===== config.mk =====
export PLATFORM = sky130hd
export DESIGN_NAME = axicb_slv_switch_rd_n
export DESIGN_NICKNAME = d
export VERILOG_FILES = /design/src/rtl/axicb_slv_switch_rd_n.sv
export SDC_FILE = /design/constraint.sdc
export NUM_CORES = 1
export LEC_CHECK = 0
export BUFFER_PORTS_ARGS = -buffer_cell sky130_fd_sc_hd__buf_2
export CORE_AREA = 2 2 77 79
export DETAILED_ROUTE_END_ITERATION = 8
export DIE_AREA = 0 0 79 81
export PLACE_DENSITY = 0.65
export SYNTH_ARGS = -nofsm -noshare
export SYNTH_HDL_FRONTEND = slang
export SYNTH_SLANG_ARGS = --single-unit

===== constraint.sdc =====
create_clock -name aclk -period 5.63 [get_ports aclk]
set_input_delay 0.563 -clock aclk [delete_from_list [all_inputs] [get_ports aclk]]
set_output_delay 0.563 -clock aclk [all_outputs]
set_load 0.1 [all_outputs]

===== src/rtl/axicb_slv_switch_rd_n.sv =====
`default_nettype none
// ============================================================================
// Module   : axicb_slv_switch_rd_n
// Brief    : AXI read switch. Decodes AR to N slaves, returns R in issue
//            order and generates local DECERR bursts for unmapped reads.
//            Optional stall monitor enabled by macro AXICB_RD_TIMEOUT_EN.
// Revision : 1.0 - initial release
// ============================================================================

module axicb_slv_switch_rd_n #(
    parameter int                           AXI_ADDR_W     = 8,
    parameter int                           AXI_ID_W       = 8,
    parameter int                           AXI_SIGNALING  = 0,
    parameter int                           SLV_NB         = 4,
    parameter logic [SLV_NB-1:0]            MST_ROUTES     = '1,
    parameter logic [SLV_NB*AXI_ADDR_W-1:0] SLV_START_ADDR = '0,
    parameter logic [SLV_NB*AXI_ADDR_W-1:0] SLV_END_ADDR   = '0,
    parameter int                           OSTD_DEPTH     = 8,
    parameter int                           TIMEOUT_CYCLES = 1024,
    parameter int                           ARCH_W         = 8,
    parameter int                           RCH_W          = 8
) (
    input  logic                    aclk,
    input  logic                    aresetn,
    input  logic                    i_arvalid,
    output logic                    i_arready,
    input  logic [ARCH_W-1:0]       i_arch,
    output logic                    i_rvalid,
    input  logic                    i_rready,
    output logic                    i_rlast,
    output logic [RCH_W-1:0]        i_rch,
    output logic [SLV_NB-1:0]       o_arvalid,
    input  logic [SLV_NB-1:0]       o_arready,
    output logic [ARCH_W-1:0]       o_arch,
    input  logic [SLV_NB-1:0]       o_rvalid,
    output logic [SLV_NB-1:0]       o_rready,
    input  logic [SLV_NB-1:0]       o_rlast,
    input  logic [SLV_NB*RCH_W-1:0] o_rch,
    output logic                    o_timeout
);

    localparam int c_SEL_W   = (SLV_NB > 1) ? $clog2(SLV_NB) : 1;
    localparam int c_PTR_W   = $clog2(OSTD_DEPTH);
    localparam int c_CNT_W   = c_PTR_W + 1;
    localparam int c_LEN_OFS = AXI_ADDR_W + AXI_ID_W;
    localparam int c_AREXT_W = (ARCH_W > c_LEN_OFS + 8) ? ARCH_W : c_LEN_OFS + 8;
    localparam int c_REXT_W  = (RCH_W > AXI_ID_W + 2) ? RCH_W : AXI_ID_W + 2;
    localparam logic [c_CNT_W-1:0] c_FULL_LVL = c_CNT_W'(OSTD_DEPTH);

    localparam logic [1:0] c_ST_IDLE   = 2'd0;
    localparam logic [1:0] c_ST_FWD    = 2'd1;
    localparam logic [1:0] c_ST_DECERR = 2'd2;

    // AR payload widened so field slices stay in range for any ARCH_W
    logic [c_AREXT_W-1:0]  w_ar_ext;
    logic [AXI_ADDR_W-1:0] w_addr;
    logic [AXI_ID_W-1:0]   w_id;
    logic [7:0]            w_len;
    logic [SLV_NB-1:0]     w_hit;
    logic [c_SEL_W-1:0]    w_sel;
    logic                  w_mis;
    logic                  w_full;
    logic                  w_push;
    logic                  w_pop;

    logic                  r_fifo_mis [OSTD_DEPTH];
    logic [c_SEL_W-1:0]    r_fifo_sel [OSTD_DEPTH];
    logic [AXI_ID_W-1:0]   r_fifo_id  [OSTD_DEPTH];
    logic [7:0]            r_fifo_len [OSTD_DEPTH];
    logic [c_PTR_W-1:0]    r_wr_ptr;
    logic [c_PTR_W-1:0]    r_rd_ptr;
    logic [c_CNT_W-1:0]    r_count;

    logic                  w_empty;
    logic                  w_h_mis;
    logic [c_SEL_W-1:0]    w_h_sel;
    logic [AXI_ID_W-1:0]   w_h_id;
    logic [7:0]            w_h_len;
    logic [c_PTR_W-1:0]    w_rd_ptr_inc;
    logic                  w_nxt_avail;
    logic                  w_nxt_mis;

    logic [1:0]            r_state;
    logic [1:0]            w_state_nxt;
    logic [7:0]            r_beat;
    logic [7:0]            w_beat_nxt;
    logic                  w_dec_last;
    logic [c_REXT_W-1:0]   w_rch_ext;

    always_comb begin
        w_ar_ext               = '0;
        w_ar_ext[ARCH_W-1:0]   = i_arch;
    end

    assign w_addr = w_ar_ext[AXI_ADDR_W-1:0];
    assign w_id   = w_ar_ext[AXI_ADDR_W +: AXI_ID_W];

    generate
        if (AXI_SIGNALING != 0) begin : g_axi4
            assign w_len = w_ar_ext[c_LEN_OFS +: 8];
        end else begin : g_lite
            assign w_len = 8'd0;
        end
    endgenerate

    always_comb begin
        w_hit = '0;
        for (int k = 0; k < SLV_NB; k++) begin
            w_hit[k] = MST_ROUTES[k]
                     && (w_addr >= SLV_START_ADDR[k*AXI_ADDR_W +: AXI_ADDR_W])
                     && (w_addr <= SLV_END_ADDR[k*AXI_ADDR_W +: AXI_ADDR_W]);
        end
    end

    // Downward scan so the lowest-index hit wins on overlapping windows
    always_comb begin
        w_sel = '0;
        for (int k = SLV_NB - 1; k >= 0; k--) begin
            if (w_hit[k]) begin
                w_sel = c_SEL_W'(k);
            end
        end
    end

    assign w_mis     = ~|w_hit;
    assign w_full    = (r_count == c_FULL_LVL);
    assign i_arready = aresetn & ~w_full & (w_mis | o_arready[w_sel]);
    assign w_push    = i_arvalid & i_arready;
    assign o_arch    = i_arch;

    always_comb begin
        o_arvalid = '0;
        if (aresetn && i_arvalid && !w_full && !w_mis) begin
            o_arvalid[w_sel] = 1'b1;
        end
    end

    always_ff @(posedge aclk) begin
        if (w_push) begin
            r_fifo_mis[r_wr_ptr] <= w_mis;
            r_fifo_sel[r_wr_ptr] <= w_sel;
            r_fifo_id[r_wr_ptr]  <= w_id;
            r_fifo_len[r_wr_ptr] <= w_len;
        end
    end

    always_ff @(posedge aclk) begin
        if (!aresetn) begin
            r_wr_ptr <= '0;
            r_rd_ptr <= '0;
            r_count  <= '0;
        end else begin
            if (w_push) begin
                r_wr_ptr <= r_wr_ptr + c_PTR_W'(1);
            end
            if (w_pop) begin
                r_rd_ptr <= r_rd_ptr + c_PTR_W'(1);
            end
            case ({w_push, w_pop})
                2'b10:   r_count <= r_count + c_CNT_W'(1);
                2'b01:   r_count <= r_count - c_CNT_W'(1);
                default: r_count <= r_count;
            endcase
        end
    end

    assign w_empty      = (r_count == '0);
    assign w_h_mis      = r_fifo_mis[r_rd_ptr];
    assign w_h_sel      = r_fifo_sel[r_rd_ptr];
    assign w_h_id       = r_fifo_id[r_rd_ptr];
    assign w_h_len      = r_fifo_len[r_rd_ptr];
    assign w_rd_ptr_inc = r_rd_ptr + c_PTR_W'(1);

    // Head after a pop: a stored entry, or the request being pushed right now
    assign w_nxt_avail  = (r_count > c_CNT_W'(1)) | w_push;
    assign w_nxt_mis    = (r_count > c_CNT_W'(1)) ? r_fifo_mis[w_rd_ptr_inc] : w_mis;
    assign w_dec_last   = (r_beat == w_h_len);

    always_ff @(posedge aclk) begin
        if (!aresetn) begin
            r_state <= c_ST_IDLE;
            r_beat  <= 8'd0;
        end else begin
            r_state <= w_state_nxt;
            r_beat  <= w_beat_nxt;
        end
    end

    always_comb begin
        w_state_nxt = r_state;
        w_beat_nxt  = r_beat;
        w_pop       = 1'b0;
        i_rvalid    = 1'b0;
        i_rlast     = 1'b0;
        w_rch_ext   = '0;
        o_rready    = '0;
        if (aresetn) begin
            case (r_state)
                c_ST_IDLE: begin
                    if (!w_empty) begin
                        w_state_nxt = w_h_mis ? c_ST_DECERR : c_ST_FWD;
                    end
                end
                c_ST_FWD: begin
                    i_rvalid                = o_rvalid[w_h_sel];
                    i_rlast                 = o_rlast[w_h_sel];
                    w_rch_ext[RCH_W-1:0]    = o_rch[w_h_sel*RCH_W +: RCH_W];
                    o_rready[w_h_sel]       = i_rready;
                    w_pop                   = o_rvalid[w_h_sel] & i_rready & o_rlast[w_h_sel];
                end
                c_ST_DECERR: begin
                    i_rvalid                   = 1'b1;
                    i_rlast                    = w_dec_last;
                    w_rch_ext[AXI_ID_W +: 2]   = 2'b11;
                    w_rch_ext[AXI_ID_W-1:0]    = w_h_id;
                    if (i_rready) begin
                        if (w_dec_last) begin
                            w_beat_nxt = 8'd0;
                            w_pop      = 1'b1;
                        end else begin
                            w_beat_nxt = r_beat + 8'd1;
                        end
                    end
                end
                default: w_state_nxt = c_ST_IDLE;
            endcase
            if (w_pop) begin
                w_state_nxt = !w_nxt_avail ? c_ST_IDLE :
                              (w_nxt_mis ? c_ST_DECERR : c_ST_FWD);
            end
        end
    end

    assign i_rch = w_rch_ext[RCH_W-1:0];

`ifdef AXICB_RD_TIMEOUT_EN
    logic [15:0] r_to_cnt;
    logic [15:0] w_to_cnt_nxt;
    logic        r_timeout;

    always_comb begin
        w_to_cnt_nxt = r_to_cnt;
        if (w_empty || (i_rvalid && i_rready)) begin
            w_to_cnt_nxt = 16'd0;
        end else if ((r_state == c_ST_FWD) && !o_rvalid[w_h_sel] && (r_to_cnt != 16'hFFFF)) begin
            w_to_cnt_nxt = r_to_cnt + 16'd1;
        end
    end

    always_ff @(posedge aclk) begin
        if (!aresetn) begin
            r_to_cnt  <= 16'd0;
            r_timeout <= 1'b0;
        end else begin
            r_to_cnt <= w_to_cnt_nxt;
            if (32'(w_to_cnt_nxt) >= TIMEOUT_CYCLES) begin
                r_timeout <= 1'b1;
            end
        end
    end

    assign o_timeout = r_timeout;
`else
    assign o_timeout = 1'b0;
`endif

    logic w_unused;
    assign w_unused = ^{w_ar_ext, w_rch_ext, TIMEOUT_CYCLES};

endmodule

`default_nettype wire

==> flow_summary.toml, run 1 <==
[worst_setup_path]
crit_path_start_kind = "register"
path_buf_inv = 2
path_class = "reg2out"
path_delay_family = "simple AND/OR/NAND/NOR gates"
cp_cell_sequence = "inv_1 > ha_1 > or4b_4 > nor2_1 > a22oi_1 > nor2_1 > buf_2"
crit_fanout = 7
critPathCaptureType = "output pin"
crit_arrival_ns = 2.12
critical_path.slowest_cell = "or4b_4"
max_stage_delay_ns = 0.49
worst_path_most_repeated_cell = "nor2_1"
critPathRequiredTime_ns = 5.07

[floorplan]
initial_utilization_pct = 32.41
num_io_pins = 84
fp.dieArea_sq_um = 6399
die-width_um = 79
core_area_sq_um = 5675
num_rows = 28
dieHeight_um = 81

[cts]
worstSkewPairLatency_ns = 0.28
path_clk_slew_ns = 0.07
cts_root_buffer = "clkbuf_8"
cts_buffer_depth = 2
cts_sinks = 31
cts_setup_buffers = 0
cts_tree = "done"
cts-buffers-inserted = 5
hold_buffers = 0
h-tree-depth = 2
cts-resized-gates = 0

[timing]
finalClockSkew_ns = 0.006121
setup_viol = 0
finalSetupTns_ns = 0
fmax_mhz = 373.0
final_hold_viol_count = 0
slew_viol_final = 0
finalCritPeriodShare_pct = 47.62
period_minus_slack_ns = 2.681
grt_setup_unrepaired = "no"
worst_hold_slack_ns = 0.5086
setup_slack_ns = 2.949

[placed_design]
io_buffers = 43
post-place-ws_ns = 2.954
hpwl_mm = 2.677
routabilityCongestion = 0.7316

[yosys]
synthAdderAreaFrac_pct = 7.483
synth-xor-area-share_pct = 6.190
syn_area_sq_um = 1839
ys_seq_area_share_pct = 38.10
yosysWarnings = 0
synth_top_area_cell = "dfxtp_1"
syn_inst = 194
postSynthAreaPerCell_sq_um = 9.481
synth_area_leaders = "dfxtp_1, edfxtp_1, ha_1"
synth-compound-area-share_pct = 9.864
ys_seq_elements = 31
synth-edff-count = 8
synth_top_area_share_pct = 25.03
synthMuxAreaShare_pct = 7.075
synth_top_family_by_area = "simple AND/OR/NAND/NOR gates"
async_reset_ff_share_pct = 0
synthSimpleGateAreaFrac_pct = 22.04
synth_cell_type_count = 42
synth_ff_type = "dfxtp_1"
synth_commonest_cells = "dfxtp_1, nor2_1, buf_4, nand2_1, ha_1"

[drt]
drc = 0
drtPass1Iterations = 4
vias_per_cell = 4.693
routed_wl_mm = 3.410
drt-initial-drc-count = 50
wl_per_cell_um = 11.14
dr_total_vias = 1436
ant_nets = 0

[status]
status = "complete, no violations"

[final_layout]
post-route-util_pct = 37.48
area_growth_pct = 15.65
multiInputGateArea_sq_um = 994.7
drive_above_1_share_pct = 27.71
num-fill-cells = 601
regArea_sq_um = 700.7
fin_nets = 297
diodes = 0

[power]
power.density_nw_per_um2 = 252.7
p_leak_nw = 0.9170
p_total_mw = 0.5375
irDropWorstVdd_v = 0.0001215

[min_path]
hold_path_class = "reg2reg"

[global_route]
grt_max_degree = 18
grt_pass1_vias = 1349
grt-ovfl-total = 0
grt_antenna_before_repair = 0
grt_use_total_pct = 11.85
grt_pass1_wl_mm = 5.975

[job]
cap_viol_max_count = 0
[final timing paths]
kind | cells past startpoint | to | slack [ns] | from
setup / recovery | 7 | i_rlast | 2.95 | r_beat[0]
hold / removal | 2 | r_wr_ptr[2] | 0.51 | r_wr_ptr[2]
setup reg to reg | 8 | r_count[2] | 3.17 | r_beat[0]
hold reg to reg | 2 | r_wr_ptr[2] | 0.51 | r_wr_ptr[2]
[registers in the layout (all words and copies together) (netlist names), named ones only]
| signal | cells |
|---|---|
| r_state | 2 |
| r_rd_ptr | 3 |
| r_beat | 8 |
| r_count | 4 |
| r_fifo_mis | 8 |
| r_wr_ptr | 3 |
[worst reg2reg max path: stages (launching register included)]
cell and delay (ns):
dfxtp_1 0.37, inv_1 0.08, ha_1 0.13, or4b_4 0.49, o31ai_4 0.29, and2b_4 0.22, ha_1 0.29, or3_1 0.39
a21oi_1 0.14
[where the power goes]
part	internal (mW)	switching (mW)	leakage (nW)
Sequential	0.233	0.00631	0.273
Clock	0.0859	0.0881	0.0402
Combinational	0.0316	0.0931	0.603
Total	0.350	0.187	0.917
[stage by stage]
stage / instance area (sq um) / cells
6_report: 2127 / 306
5_1_grt: 2127 / 306
4_1_cts: 2127 / 306
3_5_place_dp: 2038 / 298
3_3_place_gp: 2038 / 298
2_1_floorplan: 1862 / 200
[cell usage in the layout (no fill, tap or decap), types with 4 or more instances in the layout]
cell type,synthesis,layout
clkbuf_8,0,5
a21oi_1,6,6
o21ai_0,4,4
edfxtp_1,8,8
mux2i_1,4,4
nand2_1,14,14
inv_1,9,9
nor2_1,23,23
and3_1,10,10
xor2_1,10,10
conb_1,1,7
mux4_2,4,4
nor3b_1,4,4
dfxtp_1,23,23
ha_1,11,11
nand3_1,7,7
buf_2,0,43
[layout make-up]
type | instances | area share [%]
clock buffers | 5 | 3.235
well taps | 75 | 4.412
multi-input cells | 140 | 46.76
inverters | 9 | 1.588
flip-flops and latches | 31 | 32.94
clock inverters | 3 | 0.9412
repair buffers | 43 | 10.12
[kinds of logic (layout without fill, tap and decap cells)]
| kind of cell | Yosys count | count (layout) |
|---|---|---|
| other | 1 | 7 |
| adders and majority gates | 11 | 11 |
| and+or+nand+nor | 78 | 78 |
| AOI/OAI and AO/OA | 23 | 23 |
| xor gates and xnor gates | 13 | 13 |
| muxes | 8 | 8 |
| buffers and inverters | 29 | 60 |
| DFF | 31 | 31 |
[layer usage]
layer / global-route usage, % / part of all wire, % / up-vias
met4: 5.690 / 1.6 / 0
li1: - / - / 738
met5: 0 / 0 / -
met3: 3.333 / 3.8 / 6
met1: 14.34 / 46 / 670
met2: 19.49 / 49 / 22
Power figures use the tool's default switching activity.
==> inputs of run 2 (changes only) <==
==> constraint.sdc (replaced) <==
create_clock -name aclk -period 2.5 [get_ports aclk]
set_input_delay 0.25 -clock aclk [delete_from_list [all_inputs] [get_ports aclk]]
set_output_delay 0.25 -clock aclk [all_outputs]
set_load 0.1 [all_outputs]
==> run 2 against run 1 <==
Net effect: global-route usage decreased by 0.45 points; clock skew increased by 0.0023 ns; final cell count is 2.3% higher; largest cell class unchanged; power up 130%; sequential share of layout area fell by 0.81 points; non-clock buffer count is 7 higher; count of clock-buffer cells in the layout grew 1; die area stayed put; register-to-register slack got worse by 3.0 ns.
==> flow_summary.toml, run 2 (synthesis gave the netlist of run 1 again) <==
[final_layout]
final_cell_mix = "buf_2, dfxtp_1, nor2_1"
reg_top3 = "r_beat: 8 flops, r_fifo_mis: 8 flops, r_count: 4 flops"
fin_nets = 304
post-route-util_pct = 38.43
regArea_sq_um = 700.7
drive_above_1_share_pct = 30.25
final_common_cell = "buf_2"
area_growth_pct = 18.57
multiInputGateArea_sq_um = 999.7
final_cells = 313
num-fill-cells = 572
design_area_sq_um = 2181
diodes = 0

[worst_setup_path]
critPathCaptureType = "register"
rr_startpoint = "r_beat[0]"
path_delay_family = "simple AND/OR/NAND/NOR gates"
critical_path.slowest_cell = "or4b_4"
crit_path_start = "r_beat[0]"
cp_cell_sequence = "inv_1 > ha_1 > or4b_4 > o31ai_4 > and2b_4 > ha_2 > or3_1 > a21oi_1"
path_class = "reg2reg"
max_stage_delay_ns = 0.49
critPathRequiredTime_ns = 2.72
path_buf_inv = 1
crit_arrival_ns = 2.58
crit_path_start_kind = "register"
crit_fanout = 5

[floorplan]
die-width_um = 79
initial_utilization_pct = 32.41
core_area_sq_um = 5675
dieHeight_um = 81
num_rows = 28
fp.dieArea_sq_um = 6399
num_io_pins = 84

[drt]
drc = 0
drt-initial-drc-count = 76
wl_per_cell_um = 11.04
drtPass1Iterations = 4
met1Wirelength_mm = 1.613
highest_layer = "met4"
wl_met3_um = 144
ant_nets = 0
vias_per_cell = 4.585
dr_total_vias = 1435
routed_wl_mm = 3.455
wl_met2_mm = 1.688

[timing]
tightestPinTransition_ns = 0.4868
worst_hold_slack_ns = 0.4306
period_minus_slack_ns = 2.359
finalClockSkew_ns = 0.008386
grt_setup_unrepaired = "no"
slew_viol_final = 0
finalSetupTns_ns = 0
fmax_mhz = 424.0
final_hold_viol_count = 0
slew_headroom_pct = 67.21
setup_viol = 0
finalCritPeriodShare_pct = 94.35
setup_slack_ns = 0.1413

[placed_design]
routabilityCongestion = 0.7445
dp.cells = 305
io_buffers = 43
post-place-ws_ns = 0.1682
hpwl_mm = 2.622
dpl_cell_area_sq_um = 2093

[status]
status = "complete, no violations"

[power]
power.density_nw_per_um2 = 555.4
irDropWorstVdd_v = 0.0002874
p_leak_nw = 0.9509
p_total_mw = 1.211

[cts]
cts_buffer_depth = 2
path_clk_slew_ns = 0.07
hold_buffers = 0
cts_tree = "done"
cts_root_buffer = "clkbuf_8"
cts-buffers-inserted = 5
worstSkewPairLatency_ns = 0.29
cts_sinks = 31
h-tree-depth = 2

[job]
cap_viol_max_count = 0

[global_route]
grt-ovfl-total = 0
grt_pass1_vias = 1345
grt_antenna_before_repair = 0
grt_pass1_wl_mm = 5.761
grt_use_total_pct = 11.40
grt_max_degree = 18

[min_path]
hp-start = "i_rready"
hold_path_class = "in2reg"
## run 2: cell count changes in the layout (fill, tap and decap cells not counted), sizes merged
| cell | previous run | this run |
|---|---|---|
| clkinvlp | 2 | 1 |
| clkbuf | 5 | 6 |
| buf | 43 | 50 |
## run 2: final timing paths
path | end | slack [ns] | cells past startpoint
setup / recovery | r_count[2] | 0.14 | 8
hold reg to reg | r_wr_ptr[2] | 0.52 | 2
setup reg to reg | r_count[2] | 0.14 | 8
hold / removal | r_beat[1] | 0.43 | 4
## run 2: per-layer routing
metal	vias up	global-route usage (%)
li1	743	-
met1	667	13.80
met2	23	19.32
met3	2	4.333
met4	0	2.586
met5	-	0
## run 2: final cells by class
class	instances	share of cell area, %
multi-input combinational	140	45.84
clock buffer	6	3.328
inverter	9	1.549
sequential	31	32.13
timing repair buffer	50	12.28
clock inverter	2	0.5737
tap	75	4.303
## run 2: what timing repair did
action                                  CTS  global route
endpoints found under the setup margin    0             2
gates resized for setup                   0             1
buffers inserted                          0             0
## run 2: worst reg2reg max path, delay by kind of cell, from the launching register on
family / cells / cell delay (ns)
adder cells (fa/ha/maj): 2 / 0.44
AND/OR/NAND/NOR: 3 / 1.08
buffers and inverters: 1 / 0.06
flip-flops: 1 / 0.31
AO/OA/AOI/OAI: 2 / 0.42
## run 2: power by group
part	internal, mW	switching [mW]
sequential	0.524	0.0146
clock	0.194	0.190
combinational	0.0769	0.211
==> inputs of run 3 (changes only) <==
==> constraint.sdc (replaced) <==
create_clock -name aclk -period 3 [get_ports aclk]
set_input_delay 0.3 -clock aclk [delete_from_list [all_inputs] [get_ports aclk]]
set_output_delay 0.3 -clock aclk [all_outputs]
set_load 0.1 [all_outputs]
==> run 3 against run 2 <==
Net effect: core utilization is 0.88 points lower; final cell count fell by 1.9%; worst setup slack improved by 0.43 ns; sequential share of layout area rose by 0.75 points; highest routed layer unchanged; count of clock-buffer cells in the layout is the same; clock power is 17% lower; critical path depth unchanged; die area did not move; hold slack improved by 0.056 ns; global-route usage is 0.13 points lower; first-iteration DRC count fell by 41%; sequential power is 17% lower.
==> flow_summary.toml, run 3 (synthesis gave the netlist of run 1 again) <==
[status]
status = "complete, no violations"

[worst_setup_path]
r2r_end = "r_count[2]"
crit_arrival_ns = 2.65
critPathRequiredTime_ns = 3.22
r2r_slack_ns = 0.57
crit_fanout = 7
rr_startpoint = "r_beat[0]"
crit_path_start_kind = "register"
critPathCaptureType = "register"
path_class = "reg2reg"
rr_worst_depth = 8

[cts]
h-tree-depth = 2
cts-resized-gates = 0
hold_buffers = 0
cts_tree = "done"
cts_root_buffer = "clkbuf_8"
cts-buffers-inserted = 5
cts_sinks = 31
cts_setup_buffers = 0
worstSkewPairLatency_ns = 0.29
cts_buffer_depth = 2
path_clk_slew_ns = 0.07

[power]
intPower_mw = 0.6575
p_sw_share_pct = 34.34
comb_power_share_pct = 23.3
clkPwrFrac_pct = 32.0
power.density_nw_per_um2 = 469.9
p_leak_nw = 0.9222
switchingPower_mw = 0.3438
p_seq_share_pct = 44.7
irDropWorstVdd_v = 0.0002266

[final_layout]
reg_top3 = "r_beat: 8 flops, r_fifo_mis: 8 flops, r_count: 4 flops"
drive_above_1_share_pct = 27.59
area_growth_pct = 15.85
final_common_cell = "buf_2"
diodes = 0
post-route-util_pct = 37.54
fin_nets = 298
final_cell_mix = "buf_2, nor2_1, dfxtp_1"
design_area_sq_um = 2131

[job]
cap_viol_max_count = 0

[min_path]
hold_depth = 3
holdPathEnd = "r_state[1]"
hold_path_class = "in2reg"
hp-start = "aresetn"

[timing]
slew_viol_final = 0
finalSetupTns_ns = 0
period_minus_slack_ns = 2.432
grt_setup_unrepaired = "no"
finalClockSkew_ns = 0.007452
finalCritPeriodShare_pct = 81.07
final_hold_viol_count = 0
setup_viol = 0
fmax_mhz = 411.2

[floorplan]
die-width_um = 79
dieHeight_um = 81
fp.dieArea_sq_um = 6399
initial_utilization_pct = 32.41
core_area_sq_um = 5675
num_io_pins = 84
num_rows = 28

[placed_design]
dpl_cell_area_sq_um = 2046
routabilityCongestion = 0.7176
io_buffers = 43
hpwl_mm = 2.616

[drt]
routed_wl_mm = 3.410
vias_per_cell = 4.593
dr_total_vias = 1410
ant_nets = 0
wl_per_cell_um = 11.11
drt-initial-drc-count = 45
drtPass1Iterations = 4
drc = 0

[global_route]
grt_antenna_before_repair = 0
grt_pass1_vias = 1301
grt_max_degree = 18
grt_pass1_wl_mm = 5.651
grt-ovfl-total = 0
grt_use_total_pct = 11.27
run 3: changes by cell type in the layout (fill, tap and decap cells not counted), sizes merged:
| cell | previous run | this run |
|---|---|---|
| buf | 50 | 44 |
run 3: worst max path at each step:
stage                 endpoint  startpoint  cells after the start  slack, ns
global placement    r_count[2]   r_beat[0]                      8       0.58
CTS                 r_count[2]   r_beat[0]                      8       0.56
finish              r_count[2]   r_beat[0]                      8       0.57
detailed placement  r_count[2]   r_beat[0]                      8       0.57
global route        r_count[2]  r_count[0]                      9       0.41
floorplan              i_rlast   r_beat[0]                      6       0.23
run 3: routing by layer:
| metal | vias to the layer above | global-route usage (%) | wire length (um) | share of wire (%) |
|---|---|---|---|---|
| met5 | - | 0 | 0 | 0 |
| li1 | 734 | - | - | - |
| met1 | 645 | 13.41 | 1590 | 47 |
| met2 | 23 | 18.81 | 1629 | 48 |
| met3 | 8 | 3.333 | 126 | 3.7 |
| met4 | 0 | 5.172 | 63 | 1.8 |
run 3: area by class of cell:
type,count,area (sq um)
fill,599,3545
multi-input combinational,140,994.7
sequential,31,700.7
timing repair buffer,44,222.7
tap,75,93.84
clock buffer,6,72.57
inverter,9,33.78
clock inverter,2,12.51
run 3: power groups by stage:
stage	Clock, mW	Sequential (mW)	Combinational [mW]
5_1_grt	0.350	0.449	0.251
3_5_place_dp	0	0.457	0.233
6_report	0.320	0.448	0.233
4_1_cts	0.331	0.448	0.234
3_3_place_gp	0	0.457	0.231
2_1_floorplan	0	0.453	0.211
run 3: per-stage QoR:
stage                     setup WS, ns  power, mW  hold WS (ns)  instances
after floorplan                 0.2297     0.6635        0.4662        200
after global placement          0.5839     0.6886        0.4819        299
after detailed placement        0.5715     0.6901        0.5005        299
after CTS                       0.5555      1.013        0.4784        307
after global routing            0.4062      1.050        0.5169        307
final                           0.5680      1.001        0.4862        307
run 3: worst max-delay path, stage by stage (launching register included):
cell and delay (ns):
dfxtp_1 0.36, inv_1 0.08, ha_1 0.13, or4b_4 0.48
o31ai_4 0.28, and2b_4 0.22, ha_1 0.29, or3_1 0.38
a21oi_1 0.14
